`config.mk`:
```
export PLATFORM = sky130hd
export DESIGN_NAME = mem_access_master
export DESIGN_NICKNAME = d
export VERILOG_FILES = /design/src/rtl/mem_if_pkg.sv /design/src/rtl/mem_access_master.sv
export SDC_FILE = /design/constraint.sdc
export NUM_CORES = 1
export LEC_CHECK = 0
export BUFFER_PORTS_ARGS = -buffer_cell sky130_fd_sc_hd__buf_2
export CORE_ASPECT_RATIO = 1.4
export CORE_MARGIN = 1
export CORE_UTILIZATION = 40
export CTS_CLUSTER_SIZE = 16
export DETAILED_ROUTE_END_ITERATION = 16
export PLACE_DENSITY = 0.72
export SYNTH_ARGS = -nofsm -noshare
export SYNTH_HDL_FRONTEND = slang
export SYNTH_SLANG_ARGS = --single-unit
```
`constraint.sdc`:
```
create_clock -name clk -period 2.8 [get_ports clk]
set_input_delay 0.42 -clock clk [delete_from_list [all_inputs] [get_ports clk]]
set_output_delay 0.42 -clock clk [all_outputs]
set_load 0.01 [all_outputs]
```
`src/rtl/mem_if_pkg.sv`:
```
`default_nettype none
// ============================================================================
// Module   : mem_if_pkg
// Purpose  : Shared types and default sizes for the data-memory interface.
// Revision : 1.0 - initial release
// ============================================================================
package mem_if_pkg;

    // Access-master sequencing states
    typedef enum logic [1:0] {
        IDLE  = 2'd0,
        READ  = 2'd1,
        WRITE = 2'd2,
        RESP  = 2'd3
    } state_t;

    localparam int MEM_DATA_W = 16;
    localparam int MEM_ADDR_W = 16;
    localparam int MEM_DEPTH  = 16;

endpackage : mem_if_pkg
`default_nettype wire

```
`src/rtl/mem_access_master.sv`:
```
`default_nettype none
// ============================================================================
// Module   : mem_access_master
// Purpose  : CPU-side initiator for the data memory. Takes one load/store at
//            a time, drives registered address/data/strobes into the Memory,
//            range-checks addresses and returns a valid/ready response.
// Revision : 1.0 - initial release
// ============================================================================
module mem_access_master
    import mem_if_pkg::*;
#(
    parameter int DATA_W       = MEM_DATA_W,
    parameter int ADDR_W       = MEM_ADDR_W,
    parameter int DEPTH        = MEM_DEPTH,
    parameter int READ_LATENCY = 1            // legal range 1..4
) (
    input  logic                     clk,
    input  logic                     reset,
    input  logic                     req_valid,
    output logic                     req_ready,
    input  logic                     req_write,
    input  logic        [ADDR_W-1:0] req_addr,
    input  logic signed [DATA_W-1:0] req_wdata,
    output logic                     resp_valid,
    input  logic                     resp_ready,
    output logic signed [DATA_W-1:0] resp_rdata,
    output logic                     resp_err,
    output logic        [ADDR_W-1:0] mem_address,
    output logic signed [DATA_W-1:0] mem_write_data,
    output logic                     mem_r_flag,
    output logic                     mem_w_flag,
    input  logic signed [DATA_W-1:0] mem_read_data
);

    // Unsigned bound for the range check and terminal count of the read wait
    localparam logic [ADDR_W-1:0] c_DEPTH    = ADDR_W'(DEPTH);
    localparam logic [1:0]        c_LAT_LAST = 2'(READ_LATENCY - 1);

    state_t                     r_state;
    state_t                     w_state_nxt;
    logic [1:0]                 r_cnt;
    logic [1:0]                 w_cnt_nxt;
    logic                       r_resp_valid;
    logic                       w_resp_valid_nxt;
    logic                       r_resp_err;
    logic                       w_resp_err_nxt;
    logic signed [DATA_W-1:0]   r_resp_rdata;
    logic signed [DATA_W-1:0]   w_resp_rdata_nxt;
    logic        [ADDR_W-1:0]   r_mem_address;
    logic        [ADDR_W-1:0]   w_mem_address_nxt;
    logic signed [DATA_W-1:0]   r_mem_write_data;
    logic signed [DATA_W-1:0]   w_mem_write_data_nxt;
    logic                       r_mem_r_flag;
    logic                       w_mem_r_flag_nxt;
    logic                       r_mem_w_flag;
    logic                       w_mem_w_flag_nxt;
    logic                       w_accept;

    // Ready only in IDLE and forced low while reset is held, so it rises the
    // moment reset is released without waiting for a clock edge.
    assign req_ready = (r_state == IDLE) && !reset;
    assign w_accept  = req_valid && req_ready;

    assign resp_valid     = r_resp_valid;
    assign resp_err       = r_resp_err;
    assign resp_rdata     = r_resp_rdata;
    assign mem_address    = r_mem_address;
    assign mem_write_data = r_mem_write_data;
    assign mem_r_flag     = r_mem_r_flag;
    assign mem_w_flag     = r_mem_w_flag;

    // Next-state and next-output decode; strobes default low every cycle
    always_comb begin
        w_state_nxt          = r_state;
        w_cnt_nxt            = r_cnt;
        w_resp_valid_nxt     = r_resp_valid;
        w_resp_err_nxt       = r_resp_err;
        w_resp_rdata_nxt     = r_resp_rdata;
        w_mem_address_nxt    = r_mem_address;
        w_mem_write_data_nxt = r_mem_write_data;
        w_mem_r_flag_nxt     = 1'b0;
        w_mem_w_flag_nxt     = 1'b0;

        case (r_state)
            IDLE: begin
                if (w_accept) begin
                    if (req_addr >= c_DEPTH) begin
                        // Out of range: answer directly, never touch memory
                        w_state_nxt      = RESP;
                        w_resp_valid_nxt = 1'b1;
                        w_resp_err_nxt   = 1'b1;
                        w_resp_rdata_nxt = '0;
                    end else begin
                        w_mem_address_nxt = req_addr;
                        if (req_write) begin
                            w_state_nxt          = WRITE;
                            w_mem_write_data_nxt = req_wdata;
                            w_mem_w_flag_nxt     = 1'b1;
                        end else begin
                            w_state_nxt      = READ;
                            w_mem_r_flag_nxt = 1'b1;
                            w_cnt_nxt        = 2'd0;
                        end
                    end
                end
            end

            WRITE: begin
                w_state_nxt      = RESP;
                w_resp_valid_nxt = 1'b1;
                w_resp_err_nxt   = 1'b0;
                w_resp_rdata_nxt = '0;
            end

            READ: begin
                if (r_cnt == c_LAT_LAST) begin
                    // Last cycle of the strobe: capture the memory output
                    w_state_nxt      = RESP;
                    w_resp_valid_nxt = 1'b1;
                    w_resp_err_nxt   = 1'b0;
                    w_resp_rdata_nxt = mem_read_data;
                end else begin
                    w_cnt_nxt        = r_cnt + 2'd1;
                    w_mem_r_flag_nxt = 1'b1;
                end
            end

            RESP: begin
                if (resp_ready) begin
                    w_state_nxt      = IDLE;
                    w_resp_valid_nxt = 1'b0;
                end
            end

            default: begin
                w_state_nxt = IDLE;
            end
        endcase
    end

    // State and registered-output update; reset clears everything at once
    always_ff @(posedge clk or posedge reset) begin
        if (reset) begin
            r_state          <= IDLE;
            r_cnt            <= 2'd0;
            r_resp_valid     <= 1'b0;
            r_resp_err       <= 1'b0;
            r_resp_rdata     <= '0;
            r_mem_address    <= '0;
            r_mem_write_data <= '0;
            r_mem_r_flag     <= 1'b0;
            r_mem_w_flag     <= 1'b0;
        end else begin
            r_state          <= w_state_nxt;
            r_cnt            <= w_cnt_nxt;
            r_resp_valid     <= w_resp_valid_nxt;
            r_resp_err       <= w_resp_err_nxt;
            r_resp_rdata     <= w_resp_rdata_nxt;
            r_mem_address    <= w_mem_address_nxt;
            r_mem_write_data <= w_mem_write_data_nxt;
            r_mem_r_flag     <= w_mem_r_flag_nxt;
            r_mem_w_flag     <= w_mem_w_flag_nxt;
        end
    end

endmodule : mem_access_master
`default_nettype wire

```
After elaboration in Yosys (flattened, before gate mapping)
Index checks and enable logic that the tools add are counted.
Word-level totals
  bits in registers: 56
  output and inout bits: 53
  word-level logic and storage cells: 66
Operators by class
  bitwise operators: 1
  mux-type cells: 31
  add/sub/neg operators: 1
  magnitude comparators: 1
  reductions and logical operators: 13
  equality and inequality tests: 10
Operators by type and width (count)
  2-to-1 mux 16 bit: 3
  case mux 16 bit (3 select lines): 1
  2-to-1 mux 2 bit: 9
  >= comparator 16 x 5 -> 1 bit, second input constant: 1
  2-to-1 mux 1 bit: 13
  != test 2 bit, second input constant: 6
  AND reduction 4 bit: 3
  case mux 2 bit (4 select lines): 1
  AND reduction 3 bit: 2
  AND reduction 5 bit: 1
  == test 2 bit, second input constant: 2
  zero test 2 bit: 2
  case mux 1 bit (4 select lines): 1
  case mux 2 bit (2 select lines): 1
  case mux 1 bit (3 select lines): 1
  nonzero test 3 bit: 1
  adder 2 x 1 -> 2 bit, second input constant: 1
  == test 2 x 1 -> 1 bit, second input constant: 1
  logical AND 1 bit: 2
  != test 2 x 1 -> 1 bit, second input constant: 1
  case mux 1 bit (2 select lines): 1
  nonzero test 2 bit: 1
  zero test 1 bit: 1
  NOT 1 bit: 1

Longest topological paths before layout
  depth after elaboration: 5
  mapped depth: 9
  gate-level depth less buffers: 6

Worst setup path before layout
OpenSTA, ideal clock, no wires.
  kind: input to register
  start point: input req_addr[7]
  end point: register r_mem_write_data[0] (netlist: mem_write_data[0])
  stages: 6
  required time: 2.675 ns
  data arrival time: 2.421 ns
  setup slack: 0.254 ns
  cells stage by stage: or4_4 or4_4 buf_6 nor3_4 buf_8 mux2_4
Between the ends
  longest elaborated chain between the ends: 3
RTL lines
  start: declaration: line mem_access_master.sv:22  | input logic [ADDR_W-1:0] req_addr,
  >= comparator 16 x 5 -> 1 bit: line mem_access_master.sv:87  | if (req_addr >= c_DEPTH) begin
  NOT 1 bit (no source line)
  AND reduction 4 bit (no source line)
  end signal: assignment: line mem_access_master.sv:160  | r_mem_write_data <= w_mem_write_data_nxt;
  end: declaration: line mem_access_master.sv:51  | logic signed [DATA_W-1:0] r_mem_write_data;
No other way between the ends.
A chain may end at the register's enable or synchronous reset.

Worst setup path in the final report
  start point: register r_state[1]
  end point: register r_mem_write_data[12] (netlist: mem_write_data[12])
Between the ends
  longest elaborated chain between the ends: 4
RTL lines
  start: declaration: line mem_access_master.sv:39  | state_t r_state;
  start signal: assignment: line mem_access_master.sv:154  | r_state <= w_state_nxt;
  zero test 2 bit *: line mem_access_master.sv:61, mem_access_master.sv:84
  logical AND 1 bit: line mem_access_master.sv:61  | assign req_ready = (r_state == IDLE) && !reset;
  logical AND 1 bit: line mem_access_master.sv:62  | assign w_accept = req_valid && req_ready;
  AND reduction 4 bit (no source line) *
Mark *: on every way between the ends. The rest lies on a longest branch, timed or not.

==> results by group <==
Outcome
  – Outcome: finished clean

STA
  – Unrepaired setup endpoints after global routing: false
  – Tcrit/Tclk final: 0.859
  – Final setup violation count: 0
  – Minimum clock period after layout: 2400 ps
  – Worst Tran Pin Value: 445 ps
  – Setup TNS: 0 ps
  – Skew final: 7.47 ps
  – Final hold violations: 0
  – Max-slew headroom at the worst pin: 0.703
  – Final Max Slew Viols: 0
  – Max frequency: 416 MHz

Final layout
  – Share of cells above drive strength 1: 0.490
  – FF/Latch Area: 1400 um^2
  – Most common cell after layout, fill and taps aside: buf_2
  – Final #Nets: 357
  – Commonest non-fill, non-tap cells in the layout: buf_2 (105), dfrtp_1 (56), inv_1 (24), mux2i_1 (19), nand2_1 (18)
  – Area grow syn2layout: 30.2%
  – Post-layout utilization of the core: 0.537
  – Layout fillers: 537
  – Cell area after layout: 3130 um^2
  – N_diodes: 0
  – Footprint of the multi-input gates: 856 um^2

Clock tree
  – Clk pin slew, worst setup/hold paths: 110 ps
  – Root Driver: clkbuf_8
  – # Post-CTS Setup Buffers: 0
  – CTS Sinks: 56
  – TritonCTS buffer count: 5
  – CTS tree: built
  – Clk_lat worst skew: 310 ps
  – H-tree depth: 2
  – CTS Hold Bufs: 0
  – Post-CTS Resized: 0
  – CTS max path bufs: 2

Setup path
  – Setup crit end kind: flop
  – Worst-path fanout max: 17
  – Worst-path cell chain: inv_1 -> ha_1 -> inv_1 -> or4_4 -> nor3_4 -> buf_12 -> mux2_2
  – WP data arrival: 2600 ps
  – Crit start category: flop
  – CP max-delay cell: or4_4
  – Crit-path max cell delay: 620 ps
  – Crit-path most repeated cell: inv_1
  – Critical path class: reg2reg
  – CP required: 2990 ps

Synth
  – Seq/Total Area, Yosys: 0.584
  – Synth Instances: 188
  – Cell area after synthesis: 2400 um^2
  – Syn Area/Cell: 12.8 um^2
  – YS warnings: 0
  – Syn Nets: 246
  – Distinct cells, synth: 33
  – FF+latch count, synth: 56

Pwr
  – Worst vdd ir: 0.393 mV
  – Net Switching: 821 uW
  – Seq pwr share: 0.434
  – Switch share: 0.347
  – Leak: 1.80 nW
  – Clock group share of total power: 0.186
  – PwrDens: 757 nW/um^2
  – Design internal power: 1.55 mW
  – Logic pwr share: 0.379

Global route
  – Vias in the first global route: 1713
  – Total gr overflow: 0
  – First-pass GRT wire length: 7590 um
  – Global Route Usage Sum: 0.159
  – Pin count of the biggest net entering global routing: 38
  – Initial antenna violation count: 0

Die
  – Die Area: 6320 um^2
  – Placeable Area: 5820 um^2
  – Starting Density: 0.412
  – Ports: 106
  – Die Height: 93.7 um
  – Die W: 67.5 um
  – Row count: 33

Drt
  – WL per Instance: 12.9 um
  – Vias: 1708
  – Remaining DRCs: 0
  – DRT Pass-1 Iters: 4
  – Post-DR vias/cell: 4.62
  – Antenna Nets Post-Route: 0
  – Final wirelength: 4770 um
  – Drt first-iter violations: 75

Place
  – Final HPWL DP: 3650 um
  – Routability cong.: 0.686
  – PortBufs: 105
  – Placement Cell Area: 3030 um^2

Hold path
  – Hold Crit Class: in2async

Run
  – Max-cap violations: 0
==> final timing paths <==
| check | start | to | slack (ps) | cells past startpoint |
|---|---|---|---|---|
| worst max-delay path | r_state[1]$_DFFE_PP0P_ | mem_write_data[12]$_DFFE_PP0P_ | 400 | 7 |
| worst min-delay path | reset | mem_write_data[2]$_DFFE_PP0P_ | 130 | 2 |
| worst max register to register | r_state[1]$_DFFE_PP0P_ | mem_write_data[12]$_DFFE_PP0P_ | 400 | 7 |
| worst min register to register | resp_valid$_DFFE_PP0P_ | resp_valid$_DFFE_PP0P_ | 510 | 1 |
| max in group asynchronous | reset | mem_write_data[13]$_DFFE_PP0P_ | 2130 | 3 |
| min in group clk | req_wdata[7] | mem_write_data[7]$_DFFE_PP0P_ | 330 | 2 |
==> metal layers <==
metal | global-route usage | up-vias | wire length, um
li1 | - | 834 | -
met1 | 0.177 | 816 | 1850
met2 | 0.280 | 54 | 2560
met3 | 0.0546 | 4 | 316
met4 | 0.0408 | 0 | 39
met5 | 0 | - | 0
==> power groups by stage <==
stage          logic [mW]  clock network [mW]  registers (mW)
2_1_floorplan       0.568                   0            1.10
3_3_place_gp        0.884                   0            1.04
3_5_place_dp        0.919                   0            1.05
4_1_cts             0.922               0.462            1.03
5_1_grt              1.02               0.493            1.05
6_report            0.897               0.440            1.03
==> cells by family (layout without fill, tap and decap cells) <==
logic type / Yosys count / in the layout / synth area share
buf+inv: 32 / 144 / 0.0599
fa+ha+maj: 5 / 5 / 0.0261
mux: 39 / 39 / 0.187
flops: 56 / 56 / 0.584
compound gates: 11 / 11 / 0.0339
simple gates: 45 / 45 / 0.109
==> flip-flops by register name, summed over array words and instances, names as in the netlist <==
name and cells:
resp_valid 1, mem_write_data 16, resp_rdata 16, mem_address 16, resp_err 1, r_state 2, mem_w_flag 1, r_cnt 2
mem_r_flag 1
==> worst max-delay path: cells and delay by family, from the launching register on <==
kind	cells	cell delay [ps]
and+or+nand+nor	2	850
DFF	1	420
buffers and inverters	3	390
muxes	1	340
adders and majority gates	1	290
==> cell usage after synthesis (all sizes together) <==
| cell | count | area, um^2 |
|---|---|---|
| a21boi | 1 | 7.51 |
| a21o | 1 | 7.51 |
| a21oi | 2 | 10.0 |
| a311o | 1 | 10.0 |
| a31o | 1 | 8.76 |
| and3 | 1 | 6.26 |
| buf | 4 | 38.8 |
| clkbuf | 3 | 11.3 |
| dfrtp | 56 | 1400 |
| ha | 5 | 62.6 |
| inv | 25 | 93.8 |
| mux2 | 20 | 259 |
| mux2i | 19 | 190 |
| nand2 | 18 | 67.6 |
| nand2b | 1 | 6.26 |
| nand3 | 2 | 10.0 |
| nand3b | 1 | 7.51 |
| nor2 | 2 | 15.0 |
| nor2b | 13 | 81.3 |
| nor3 | 1 | 16.3 |
| o211ai | 1 | 7.51 |
| o22ai | 2 | 12.5 |
| o2bb2ai | 1 | 8.76 |
| o41ai | 1 | 8.76 |
| or2 | 1 | 6.26 |
| or3b | 1 | 8.76 |
| or4 | 4 | 37.5 |
==> layout make-up <==
cell class / instances / area share
clock buffer: 5 / 0.0220
tap: 70 / 0.0280
sequential: 56 / 0.448
timing repair buffer: 111 / 0.190
inverter: 25 / 0.0300
multi-input combinational: 100 / 0.274
clock inverter: 3 / 0.00760
==> through the flow <==
step	power (mW)	hold slack, ps	setup WS [ps]	cells
2_1_floorplan	1.67	522	254	188
6_report	2.37	129	395	370
4_1_cts	2.41	138	382	370
3_5_place_dp	1.96	473	249	362
3_3_place_gp	1.92	475	276	362
5_1_grt	2.56	145	279	370
Note: power is estimated with default switching activity, not from simulation.
